<file path="config.mk">
export PLATFORM = sky130hd
export DESIGN_NAME = primo_scanner
export DESIGN_NICKNAME = d
export VERILOG_FILES = /design/src/rtl/primo_pkg.sv /design/src/rtl/primo.sv /design/src/rtl/primo_scanner.sv
export SDC_FILE = /design/constraint.sdc
export NUM_CORES = 1
export LEC_CHECK = 0
export BUFFER_PORTS_ARGS = -buffer_cell sky130_fd_sc_hd__buf_2
export CORE_ASPECT_RATIO = 1.25
export CORE_UTILIZATION = 49
export DETAILED_ROUTE_END_ITERATION = 6
export PLACE_DENSITY = 0.75
export SLEW_MARGIN = 20
export SYNTH_ARGS = -nofsm -noshare
export SYNTH_HDL_FRONTEND = slang
export SYNTH_SLANG_ARGS = --single-unit
export TNS_END_PERCENT = 5
</file>
<file path="constraint.sdc">
create_clock -name clk -period 1.83 [get_ports clk]
set_input_delay 0.549 -clock clk [delete_from_list [all_inputs] [get_ports clk]]
set_output_delay 0.549 -clock clk [all_outputs]
set_load 0.1 [all_outputs]
</file>
<file path="src/rtl/primo_pkg.sv">
// Shared definitions for the prime scanner.
//   W           - candidate width (fixed at 4 to match primo)
//   CW          - prime count width
//   PRIMES_0_15 - number of primes in 0..15
//   state_e     - scanner FSM state encoding
package primo_pkg;

  localparam int unsigned W           = 4;
  localparam int unsigned CW          = 3;
  localparam int unsigned PRIMES_0_15 = 6;

  typedef enum logic [1:0] {
    StIdle,
    StCheck,
    StEmit,
    StDone
  } state_e;

endpackage

</file>
<file path="src/rtl/primo.sv">
// Combinational prime detector for a 4-bit value.
//   N - candidate value
//   F - high when N is prime
module primo (
  input  logic [3:0] N,
  output logic       F
);

  always_comb begin
    F = 1'b0;
    case (N)
      4'd2, 4'd3, 4'd5, 4'd7, 4'd11, 4'd13: F = 1'b1;
      default:                              F = 1'b0;
    endcase
  end

endmodule

</file>
<file path="src/rtl/primo_scanner.sv">
// Sweeps the inclusive range [lo, hi] through primo, one candidate per cycle, and streams
// each prime out over a valid/ready interface. A one-cycle done pulse ends each scan and
// count then holds the number of primes the consumer accepted.
//   clk, rst  - clock, synchronous active-high reset
//   start     - begin a scan (sampled only when idle)
//   lo, hi    - range bounds, latched on an accepted start
//   busy      - high whenever not idle
//   out_valid, out_ready, out_data - prime output stream
//   done      - one-cycle end-of-scan pulse
//   count     - primes accepted in the last scan
module primo_scanner
  import primo_pkg::*;
(
  input  logic          clk,
  input  logic          rst,
  input  logic          start,
  input  logic [W-1:0]  lo,
  input  logic [W-1:0]  hi,
  output logic          busy,
  output logic          out_valid,
  input  logic          out_ready,
  output logic [W-1:0]  out_data,
  output logic          done,
  output logic [CW-1:0] count
);

  state_e         state_q;
  logic [W-1:0]   cur_q;
  logic [W-1:0]   hi_q;
  logic           out_valid_q;
  logic [W-1:0]   out_data_q;
  logic [CW-1:0]  count_q;
  logic           is_prime;

  primo u_primo (
    .N (cur_q),
    .F (is_prime)
  );

  always_ff @(posedge clk) begin
    if (rst) begin
      state_q     <= StIdle;
      cur_q       <= '0;
      hi_q        <= '0;
      out_valid_q <= 1'b0;
      out_data_q  <= '0;
      count_q     <= '0;
    end else begin
      unique case (state_q)
        StIdle: begin
          if (start) begin
            cur_q   <= lo;
            hi_q    <= hi;
            count_q <= '0;
            state_q <= (lo > hi) ? StDone : StCheck;
          end
        end
        StCheck: begin
          if (is_prime) begin
            out_data_q  <= cur_q;
            out_valid_q <= 1'b1;
            state_q     <= StEmit;
          end else if (cur_q == hi_q) begin
            state_q <= StDone;
          end else begin
            cur_q <= cur_q + W'(1);
          end
        end
        StEmit: begin
          if (out_ready) begin
            count_q     <= count_q + CW'(1);
            out_valid_q <= 1'b0;
            // Compare before incrementing so hi = 15 ends the scan without wrapping to 0.
            if (cur_q == hi_q) begin
              state_q <= StDone;
            end else begin
              cur_q   <= cur_q + W'(1);
              state_q <= StCheck;
            end
          end
        end
        StDone: begin
          state_q <= StIdle;
        end
        default: state_q <= StIdle;
      endcase
    end
  end

  assign busy      = (state_q != StIdle);
  assign done      = (state_q == StDone);
  assign out_valid = out_valid_q;
  assign out_data  = out_data_q;
  assign count     = count_q;

endmodule

</file>
==> results.sh, run 1 <==
export IMPL_rows=19
export IMPL_synth_edff_count=0
export IMPL_antenna_cells=0
export IMPL_p_total_w=0.00226
export IMPL_grt_pass1_vias=1183
export IMPL_routed_wl_um=2950
export IMPL_ys_seq_area_share_pct=30.5
export IMPL_crit_fanout=5
export IMPL_synthTopCellsByArea="dfxtp_1 (30%), ha_1 (14%), inv_1 (4.4%)"
export IMPL_clock_latency_ns=0.29
export IMPL_fp_coreArea_um2=2230
export IMPL_antenna_found_initial=0
export IMPL_setup_tns_ns=0
export IMPL_cts_sinks=18
export IMPL_setup_violations=0
export IMPL_timing_rr_end="cur_q[2]$_SDFFE_PP0P_"
export IMPL_htreeDepth=1
export IMPL_ys_types=39
export IMPL_port_buffer_count=21
export IMPL_crit_arrival_ns=1.28
export IMPL_drc=0
export IMPL_synth_simple_area_share_pct=18.1
export IMPL_synth_top_cell_by_area="dfxtp_1"
export IMPL_first_pass_iters=4
export IMPL_r2r_slack_ns=0.03
export IMPL_nNetsFinal=201
export IMPL_num_fill_cells=178
export IMPL_yosysWarnings=0
export IMPL_ys_async_sr_fraction_pct=0
export IMPL_synthMuxAreaShare_pct=4.23
export IMPL_vias=1192
export IMPL_hold_viol=0
export IMPL_dp_cells=196
export IMPL_rr_startpoint="cur_q[1]$_SDFFE_PP0P_"
export IMPL_layout_commonest_cell="buf_2"
export IMPL_globalRoute_totalOverflow=0
export IMPL_register_area_um2=370
export IMPL_vias_per_cell=5.81
export IMPL_synthAdderAreaFrac_pct=13.8
export IMPL_cts_buffers=3
export IMPL_die_area_um2=2610
export IMPL_hold_slack_ns=0.479
export IMPL_skew_ns=0.00704
export IMPL_initial_core_util_pct=52.9
export IMPL_cp_endpoint="busy"
export IMPL_ys_ff_latch=18
export IMPL_slowest_delay_ns=0.37
export IMPL_tightest_slew_ns=0.484
export IMPL_relSlewSlack_pct=68.0
export IMPL_cts_tree="done"
export IMPL_cts_root_buf="clkbuf_4"
export IMPL_synthCells=142
export IMPL_synth_top_family_by_area="compound AO/OA/AOI/OAI gates"
export IMPL_grt_pass1_wl_um=4970
export IMPL_die_w_um=45.9
export IMPL_synth_flop_cell="dfxtp_1"
export IMPL_gp_congestion=0.901
export IMPL_ant_nets=0
export IMPL_crit_path_start="state_q[0]$_SDFFE_PP0P_"
export IMPL_place_hpwl_um=2240
export IMPL_worstPathRequired_ns=1.28
export IMPL_min_path_type="reg2reg"
export IMPL_rsz0062_at_grt="true"
export IMPL_clock_path_buffers=2
export IMPL_r2r_cells=6
export IMPL_critPathBufInv=4
export IMPL_cp_num_cells=5
export IMPL_synth_top_area_share_pct=30.5
export IMPL_worst_setup_path_end_kind="output pin"
export IMPL_slew_viol_final=0
export IMPL_start_kind="flip-flop"
export IMPL_cap_violations=0
export IMPL_syn_area_um2=1180
export IMPL_status="finished, final reports clean"
export IMPL_synth_compound_area_share_pct=23.1
export IMPL_grt_max_degree=20
export IMPL_area_growth_pct=29.3
export IMPL_worstSetupPathType="reg2out"
export IMPL_multiInputGateArea_um2=796
export IMPL_globalRouteTotalUtil_pct=25.3
export IMPL_final_min_clock_period_ns=1.82
export IMPL_drive_gt1_share_pct=35.6
export IMPL_fin_cells=205
export IMPL_clk_pin_slew_worst_paths_ns=0.10
export IMPL_fin_crit_sh_pct=99.7
export IMPL_cts_hold_buffers=0
export IMPL_num_io_pins=22
export IMPL_p_leak_nw=0.672
export IMPL_avgRoutedWirePerCell_um=14.4
export IMPL_path_cells="inv_4 -> ha_4 -> buf_6 -> clkinvlp_4 -> buf_12"
export IMPL_irDropWorstVdd_uv=1150
export IMPL_avgSynthCellArea_um2=8.33
export IMPL_crit_family="buffers and inverters"
export IMPL_p_per_area_nw_per_um2=1480
export IMPL_final_cell_mix="buf_2 (19), dfxtp_1 (14), nor2_1 (12), buf_4 (12)"
export IMPL_fmax_mhz=548
export IMPL_drtIter0Drc=41
export IMPL_die_height_um=56.9
export IMPL_synth_nets=167
export IMPL_cp_slowest_cell="dfxtp_4"
export IMPL_synth_xor_area_share_pct=3.70
timing repair:
item                                    4_1_cts  5_1_grt
endpoints found under the setup margin        3        8
pin swaps                                     0        6
gates resized for setup                       7        7
buffers inserted                              2        4
power by group:
group / switching (W) / internal (W)
Clock: 0.000119 / 0.0000766
Sequential: 0.000100 / 0.000483
Combinational: 0.000858 / 0.000622
Total: 0.00108 / 0.00118
final cells by class:
cell class	count	area share (%)
timing repair buffer	34	15.5
tap	31	2.54
multi-input combinational	104	52.0
clock buffer	3	1.47
inverter	15	4.26
sequential	18	24.2
how the worst min path moves through the flow:
| stage | from | depth (start not counted) | endpoint | slack, ns |
|---|---|---|---|---|
| global route | hi_q[0]$_SDFFE_PP0P_ | 2 | hi_q[0]$_SDFFE_PP0P_ | 0.51 |
| global placement | hi_q[2]$_SDFFE_PP0P_ | 2 | hi_q[2]$_SDFFE_PP0P_ | 0.46 |
| floorplan | hi_q[1]$_SDFFE_PP0P_ | 2 | hi_q[1]$_SDFFE_PP0P_ | 0.45 |
| finish | hi_q[2]$_SDFFE_PP0P_ | 2 | hi_q[2]$_SDFFE_PP0P_ | 0.48 |
| detailed placement | hi_q[2]$_SDFFE_PP0P_ | 2 | hi_q[2]$_SDFFE_PP0P_ | 0.47 |
| CTS | hi_q[2]$_SDFFE_PP0P_ | 2 | hi_q[2]$_SDFFE_PP0P_ | 0.48 |
worst min-delay path, delay by kind of cell, from the launching register on:
family | cells | cell delay (ns)
DFF | 1 | 0.33
AOI/OAI and AO/OA | 1 | 0.05
and+or+nand+nor | 1 | 0.06
registers in the layout, indices dropped and copies added, names as in the netlist:
register,count
cur_q,4
out_data,4
state_q,2
out_valid,1
hi_q,4
count,3
stage by stage:
step           utilization, %  setup WS, ns  area [µm²]
4_1_cts                  66.0        0.0145        1470
6_report                 68.4       0.00589        1530
3_5_place_dp             63.5       0.00934        1420
5_1_grt                  68.4       -0.0345        1530
2_1_floorplan               -       -0.0384        1230
3_3_place_gp             63.5        0.0241        1420
kinds of logic (layout without fill, tap and decap cells):
kind of cell / count (synthesis) / count (layout)
adders and majority gates: 13 / 13
muxes: 5 / 5
AOI/OAI and AO/OA: 37 / 37
DFF: 18 / 18
buffers and inverters: 20 / 52
and+or+nand+nor: 44 / 44
xor gates and xnor gates: 5 / 5
synthesized netlist by cell type (2+ instances only):
master,number
nor2_1,12
dfxtp_1,18
a21bo_2,2
a22oi_1,2
nand3_1,7
o22ai_1,3
o31ai_1,3
mux2i_1,5
nand4_1,2
inv_1,14
nand2_1,10
nor3_1,4
clkbuf_1,4
o21ai_0,6
a221oi_2,2
o211ai_1,2
a21oi_1,8
xnor2_1,4
ha_1,13
a32oi_1,2
metal layers:
layer | global-route usage, % | vias to the layer above | part of all wire, %
li1 | - | 579 | -
met1 | 27.9 | 552 | 39
met2 | 45.3 | 53 | 54
met3 | 3.86 | 8 | 5.4
met4 | 10.5 | 0 | 1.9
met5 | 0 | - | 0
Note: power is estimated with default switching activity, not from simulation.
==> run 2: changes to the inputs <==
CELL_PAD_IN_SITES_DETAIL_PLACEMENT = 1   (was not set)
CELL_PAD_IN_SITES_GLOBAL_PLACEMENT = 1   (was not set)
CORE_UTILIZATION = 36   (was 49)
PLACE_DENSITY = not set   (was 0.75)
PLACE_DENSITY_LB_ADDON = 0.1   (was not set)
==> results.sh, run 2 (synthesized netlist as in run 1, its figures left out) <==
export IMPL_grt_max_degree=20
export IMPL_antenna_cells=0
export IMPL_nNetsFinal=207
export IMPL_skew_ns=0.00984
export IMPL_die_area_um2=3520
export IMPL_internal_power_w=0.00127
export IMPL_worstHoldStart="hi_q[0]$_SDFFE_PP0P_"
export IMPL_worst_setup_path_end_kind="output pin"
export IMPL_switching_share_pct=46.7
export IMPL_clkPwrFrac_pct=11.0
export IMPL_cts_buffers=3
export IMPL_power_frac_comb_pct=65.0
export IMPL_final_cell_mix="buf_2 (19), buf_4 (18), dfxtp_1 (14)"
export IMPL_clk_pin_slew_worst_paths_ns=0.12
export IMPL_p_per_area_nw_per_um2=1480
export IMPL_tightest_slew_ns=0.486
export IMPL_num_fill_cells=388
export IMPL_rows=22
export IMPL_p_leak_nw=0.709
export IMPL_drc=0
export IMPL_worstPathRequired_ns=1.28
export IMPL_rsz0062_at_grt="true"
export IMPL_multiInputGateArea_um2=808
export IMPL_grt_pass1_wl_um=5520
export IMPL_layout_commonest_cell="buf_2"
export IMPL_relSlewSlack_pct=67.8
export IMPL_drive_gt1_share_pct=38.7
export IMPL_crit_arrival_ns=1.27
export IMPL_clock_path_buffers=2
export IMPL_p_sw_w=0.00111
export IMPL_drtIter0Drc=4
export IMPL_crit_fanout=4
export IMPL_hold_slack_ns=0.481
export IMPL_r2r_slack_ns=0.03
export IMPL_slew_viol_final=0
export IMPL_vias=1175
export IMPL_place_hpwl_um=2580
export IMPL_grt_pass1_vias=1217
export IMPL_routed_wl_um=3400
export IMPL_hold_viol=0
export IMPL_antenna_found_initial=0
export IMPL_register_area_um2=368
export IMPL_cts_hold_buffers=0
export IMPL_vias_per_cell=5.41
export IMPL_irDropWorstVdd_uv=870
export IMPL_hold_path_depth=2
export IMPL_start_kind="flip-flop"
export IMPL_dp_cells=206
export IMPL_fmax_mhz=551
export IMPL_cts_tree="done"
export IMPL_final_min_clock_period_ns=1.81
export IMPL_clock_latency_ns=0.30
export IMPL_timing_rr_end="cur_q[2]$_SDFFE_PP0P_"
export IMPL_initial_core_util_pct=39.0
export IMPL_fin_cells=217
export IMPL_min_path_type="reg2reg"
export IMPL_globalRouteTotalUtil_pct=21.5
export IMPL_htreeDepth=1
export IMPL_area_growth_pct=35.5
export IMPL_avgRoutedWirePerCell_um=15.7
export IMPL_cts_sinks=18
export IMPL_power_frac_seq_pct=24.0
export IMPL_die_height_um=66.1
export IMPL_rr_startpoint="state_q[1]$_SDFFE_PP0P_"
export IMPL_num_io_pins=22
export IMPL_status="finished, final reports clean"
export IMPL_first_pass_iters=4
export IMPL_setup_violations=0
export IMPL_die_w_um=53.3
export IMPL_final_util_pct=52.9
export IMPL_globalRoute_totalOverflow=0
export IMPL_gp_congestion=0.844
export IMPL_cap_violations=0
export IMPL_worstSetupPathType="reg2out"
export IMPL_fin_crit_sh_pct=99.1
export IMPL_r2r_cells=6
export IMPL_fp_coreArea_um2=3030
export IMPL_ant_nets=0
export IMPL_port_buffer_count=21
export IMPL_cts_root_buf="clkbuf_4"
export IMPL_holdPathEnd="hi_q[0]$_SDFFE_PP0P_"
[run 2: cell count changes in the layout (fill, tap and decap cells not counted), sizes merged]
cell,change
clkbuf,+1
buf,+6
[run 2: cell type report]
| cell class | count | share of cell area (%) |
|---|---|---|
| Multi-Input combinational cell | 104 | 50.5 |
| Timing Repair Buffer | 40 | 17.6 |
| Inverter | 15 | 3.91 |
| Clock buffer | 4 | 2.27 |
| Tap cell | 36 | 2.81 |
| Sequential cell | 18 | 23.0 |
[run 2: power groups by stage]
stage	clock, W	combinational, W	sequential (W)
after floorplan	0	0.000876	0.000668
after global placement	0	0.00134	0.000568
after detailed placement	0	0.00137	0.000571
after CTS	0.000264	0.00145	0.000561
after global routing	0.000284	0.00166	0.000589
final	0.000261	0.00155	0.000572
[run 2: critical path: stages, from the launching register on]
cell and delay, ns:
dfxtp_2 0.38, inv_4 0.05, ha_4 0.16, buf_6 0.12, clkinvlp_4 0.08, buf_12 0.17
[run 2: metrics by stage]
step	total power, W	setup slack (ns)	setup TNS, ns	instance area, µm²
6_report	0.00238	0.0156	0	1600
5_1_grt	0.00254	-0.0553	-0.169	1600
4_1_cts	0.00227	-0.0255	-0.0255	1540
3_5_place_dp	0.00194	-0.0573	-0.103	1460
3_3_place_gp	0.00191	-0.0211	-0.0307	1460
2_1_floorplan	0.00154	-0.0384	-0.0459	1230
[run 2: worst max path at each step]
stage / from / slack [ns] / end / depth (start not counted)
2_1_floorplan: state_q[0]$_SDFFE_PP0P_ / -0.04 / state_q[0]$_SDFFE_PP0P_ / 7
3_3_place_gp: start / -0.02 / cur_q[2]$_SDFFE_PP0P_ / 6
3_5_place_dp: start / -0.06 / cur_q[2]$_SDFFE_PP0P_ / 6
4_1_cts: cur_q[0]$_SDFFE_PP0P_ / -0.03 / cur_q[2]$_SDFFE_PP0P_ / 7
5_1_grt: state_q[1]$_SDFFE_PP0P_ / -0.06 / state_q[0]$_SDFFE_PP0P_ / 8
6_report: state_q[1]$_SDFFE_PP0P_ / 0.02 / busy / 5
[run 2: layer usage]
| layer | routed length (µm) | share of wire, % | vias up | GRT usage (%) |
|---|---|---|---|---|
| li1 | - | - | 587 | - |
| met1 | 1510 | 45 | 561 | 25.4 |
| met2 | 1720 | 50 | 19 | 36.4 |
| met3 | 75 | 2.2 | 8 | 3.22 |
| met4 | 91 | 2.7 | 0 | 10.9 |
| met5 | 0 | 0 | - | 0 |
[run 2: repair_timing]
action,4_1_cts,5_1_grt
gates resized for setup,3,11
setup buffers,4,3
pin swaps,0,8
cloned,0,0
setup endpoints to repair,2,6
==> run 3: changes to the inputs <==
CORE_UTILIZATION = 40   (was 36)
clock period = 1.8 ns   (was 1.83 ns; I/O delays follow)
==> results.sh, run 3 (synthesized netlist as in run 1, its figures left out) <==
export IMPL_hold_slack_ns=0.497
export IMPL_path_cells="ha_4 -> and2b_1 -> o211ai_1 -> o2111ai_2 -> or2_1 -> a221oi_2"
export IMPL_cts_hold_buffers=0
export IMPL_grt_pass1_vias=1349
export IMPL_grt_max_degree=20
export IMPL_grt_pass1_wl_um=6160
export IMPL_nNetsFinal=212
export IMPL_slew_viol_final=0
export IMPL_fp_coreArea_um2=2730
export IMPL_clock_path_buffers=2
export IMPL_power_frac_comb_pct=66.6
export IMPL_crit_path_start="cur_q[1]$_SDFFE_PP0P_"
export IMPL_critPathBufInv=0
export IMPL_worstSetupPathType="reg2reg"
export IMPL_rsz0062_at_grt="true"
export IMPL_hold_viol=0
export IMPL_port_buffer_count=21
export IMPL_initial_core_util_pct=43.3
export IMPL_drive_gt1_share_pct=41.9
export IMPL_layout_commonest_cell="buf_4"
export IMPL_avgRoutedWirePerCell_um=17.9
export IMPL_fmax_mhz=530
export IMPL_drtIter0Drc=30
export IMPL_crit_fanout=6
export IMPL_skew_ns=0.00931
export IMPL_die_w_um=50.6
export IMPL_rr_startpoint="cur_q[1]$_SDFFE_PP0P_"
export IMPL_area_growth_pct=40.1
export IMPL_internal_power_w=0.00136
export IMPL_first_pass_iters=4
export IMPL_num_io_pins=22
export IMPL_p_sw_w=0.00122
export IMPL_final_cell_mix="buf_4 (23), buf_2 (19), dfxtp_1 (13)"
export IMPL_irDropWorstVdd_uv=1110
export IMPL_antenna_found_initial=0
export IMPL_min_path_type="reg2reg"
export IMPL_cts_tree="done"
export IMPL_p_leak_nw=0.739
export IMPL_switching_share_pct=47.2
export IMPL_final_min_clock_period_ns=1.89
export IMPL_gp_congestion=0.814
export IMPL_crit_family="compound AO/OA/AOI/OAI gates"
export IMPL_status="finished with violations"
export IMPL_finalWorstSetupSlack_ns=-0.0851
export IMPL_antenna_cells=0
export IMPL_die_area_um2=3180
export IMPL_worstHoldStart="hi_q[2]$_SDFFE_PP0P_"
export IMPL_num_fill_cells=347
export IMPL_p_per_area_nw_per_um2=1560
export IMPL_clk_pin_slew_worst_paths_ns=0.12
export IMPL_cap_violations=0
export IMPL_violations="setup timing"
export IMPL_cp_slowest_cell="dfxtp_2"
export IMPL_globalRoute_totalOverflow=0
export IMPL_vias=1242
export IMPL_drc=0
export IMPL_globalRouteTotalUtil_pct=25.7
export IMPL_setup_violations=2
export IMPL_rows=21
export IMPL_worstPathRequired_ns=2.03
export IMPL_power_frac_seq_pct=23.0
export IMPL_clock_latency_ns=0.31
export IMPL_routed_wl_um=3930
export IMPL_clkPwrFrac_pct=10.5
export IMPL_dpl_cell_area_um2=1480
export IMPL_tightest_slew_ns=0.490
export IMPL_slowest_delay_ns=0.39
export IMPL_fin_crit_sh_pct=105
export IMPL_cts_root_buf="clkbuf_4"
export IMPL_htreeDepth=1
export IMPL_vias_per_cell=5.65
export IMPL_cts_buffers=3
export IMPL_die_height_um=62.8
export IMPL_worst_setup_path_end_kind="flip-flop"
export IMPL_relSlewSlack_pct=67.6
export IMPL_final_area_um2=1660
export IMPL_cts_sinks=18
export IMPL_crit_arrival_ns=2.11
export IMPL_place_hpwl_um=2710
export IMPL_start_kind="flip-flop"
export IMPL_ant_nets=0
[run 3: cell types whose count changed in the layout (fill, tap and decap cells not counted), sizes merged]
cell	before	now
buf	40	45
[run 3: area by class of cell]
class / count / area, µm² / area share [%]
tap: 34 / 42.5 / 2.57
inverter: 15 / 62.6 / 3.78
timing repair buffer: 45 / 319 / 19.3
clock buffer: 4 / 36.3 / 2.19
sequential: 18 / 369 / 22.3
multi-input combinational: 104 / 827 / 49.9
[run 3: through the flow]
step	utilization [%]	power [W]	worst slack (ns)	setup TNS [ns]	std cells
after global routing	60.6	0.00271	-0.176	-0.444	220
after floorplan	-	0.00157	-0.0684	-0.122	142
after detailed placement	54.3	0.00203	-0.0919	-0.125	207
after global placement	54.3	0.00196	-0.0342	-0.0342	207
after CTS	58.1	0.00244	-0.0100	-0.0105	218
final	60.6	0.00258	-0.0851	-0.0964	220
[run 3: routing by layer]
layer	vias up	GRT usage (%)	part of all wire, %
li1	597	-	-
met1	614	26.5	40
met2	25	50.3	56
met3	6	2.68	2.0
met4	0	10.4	1.6
met5	-	0	0
[run 3: final timing paths]
check	end	slack, ns	cells after the start
min reg2reg	hi_q[2]$_SDFFE_PP0P_	0.50	2
max	cur_q[2]$_SDFFE_PP0P_	-0.09	6
max reg2reg	cur_q[2]$_SDFFE_PP0P_	-0.09	6
min	hi_q[2]$_SDFFE_PP0P_	0.50	2
[run 3: power groups by stage]
| stage | combinational, W | clock [W] | sequential [W] |
|---|---|---|---|
| 2_1_floorplan | 0.000891 | 0 | 0.000679 |
| 3_3_place_gp | 0.00138 | 0 | 0.000574 |
| 3_5_place_dp | 0.00145 | 0 | 0.000583 |
| 4_1_cts | 0.00158 | 0.000272 | 0.000580 |
| 5_1_grt | 0.00181 | 0.000291 | 0.000608 |
| 6_report | 0.00172 | 0.000270 | 0.000592 |
[run 3: worst min-delay path, delay by kind of cell (launching register included)]
family | cells | cell delay (ns)
flops | 1 | 0.34
simple gates | 1 | 0.06
compound gates | 1 | 0.06
[run 3: what timing repair did]
item	CTS	global route
endpoints found under the hold margin	0	0
resized for setup	7	10
setup buffers	7	2
pin swaps	5	8
setup endpoints to repair	4	8
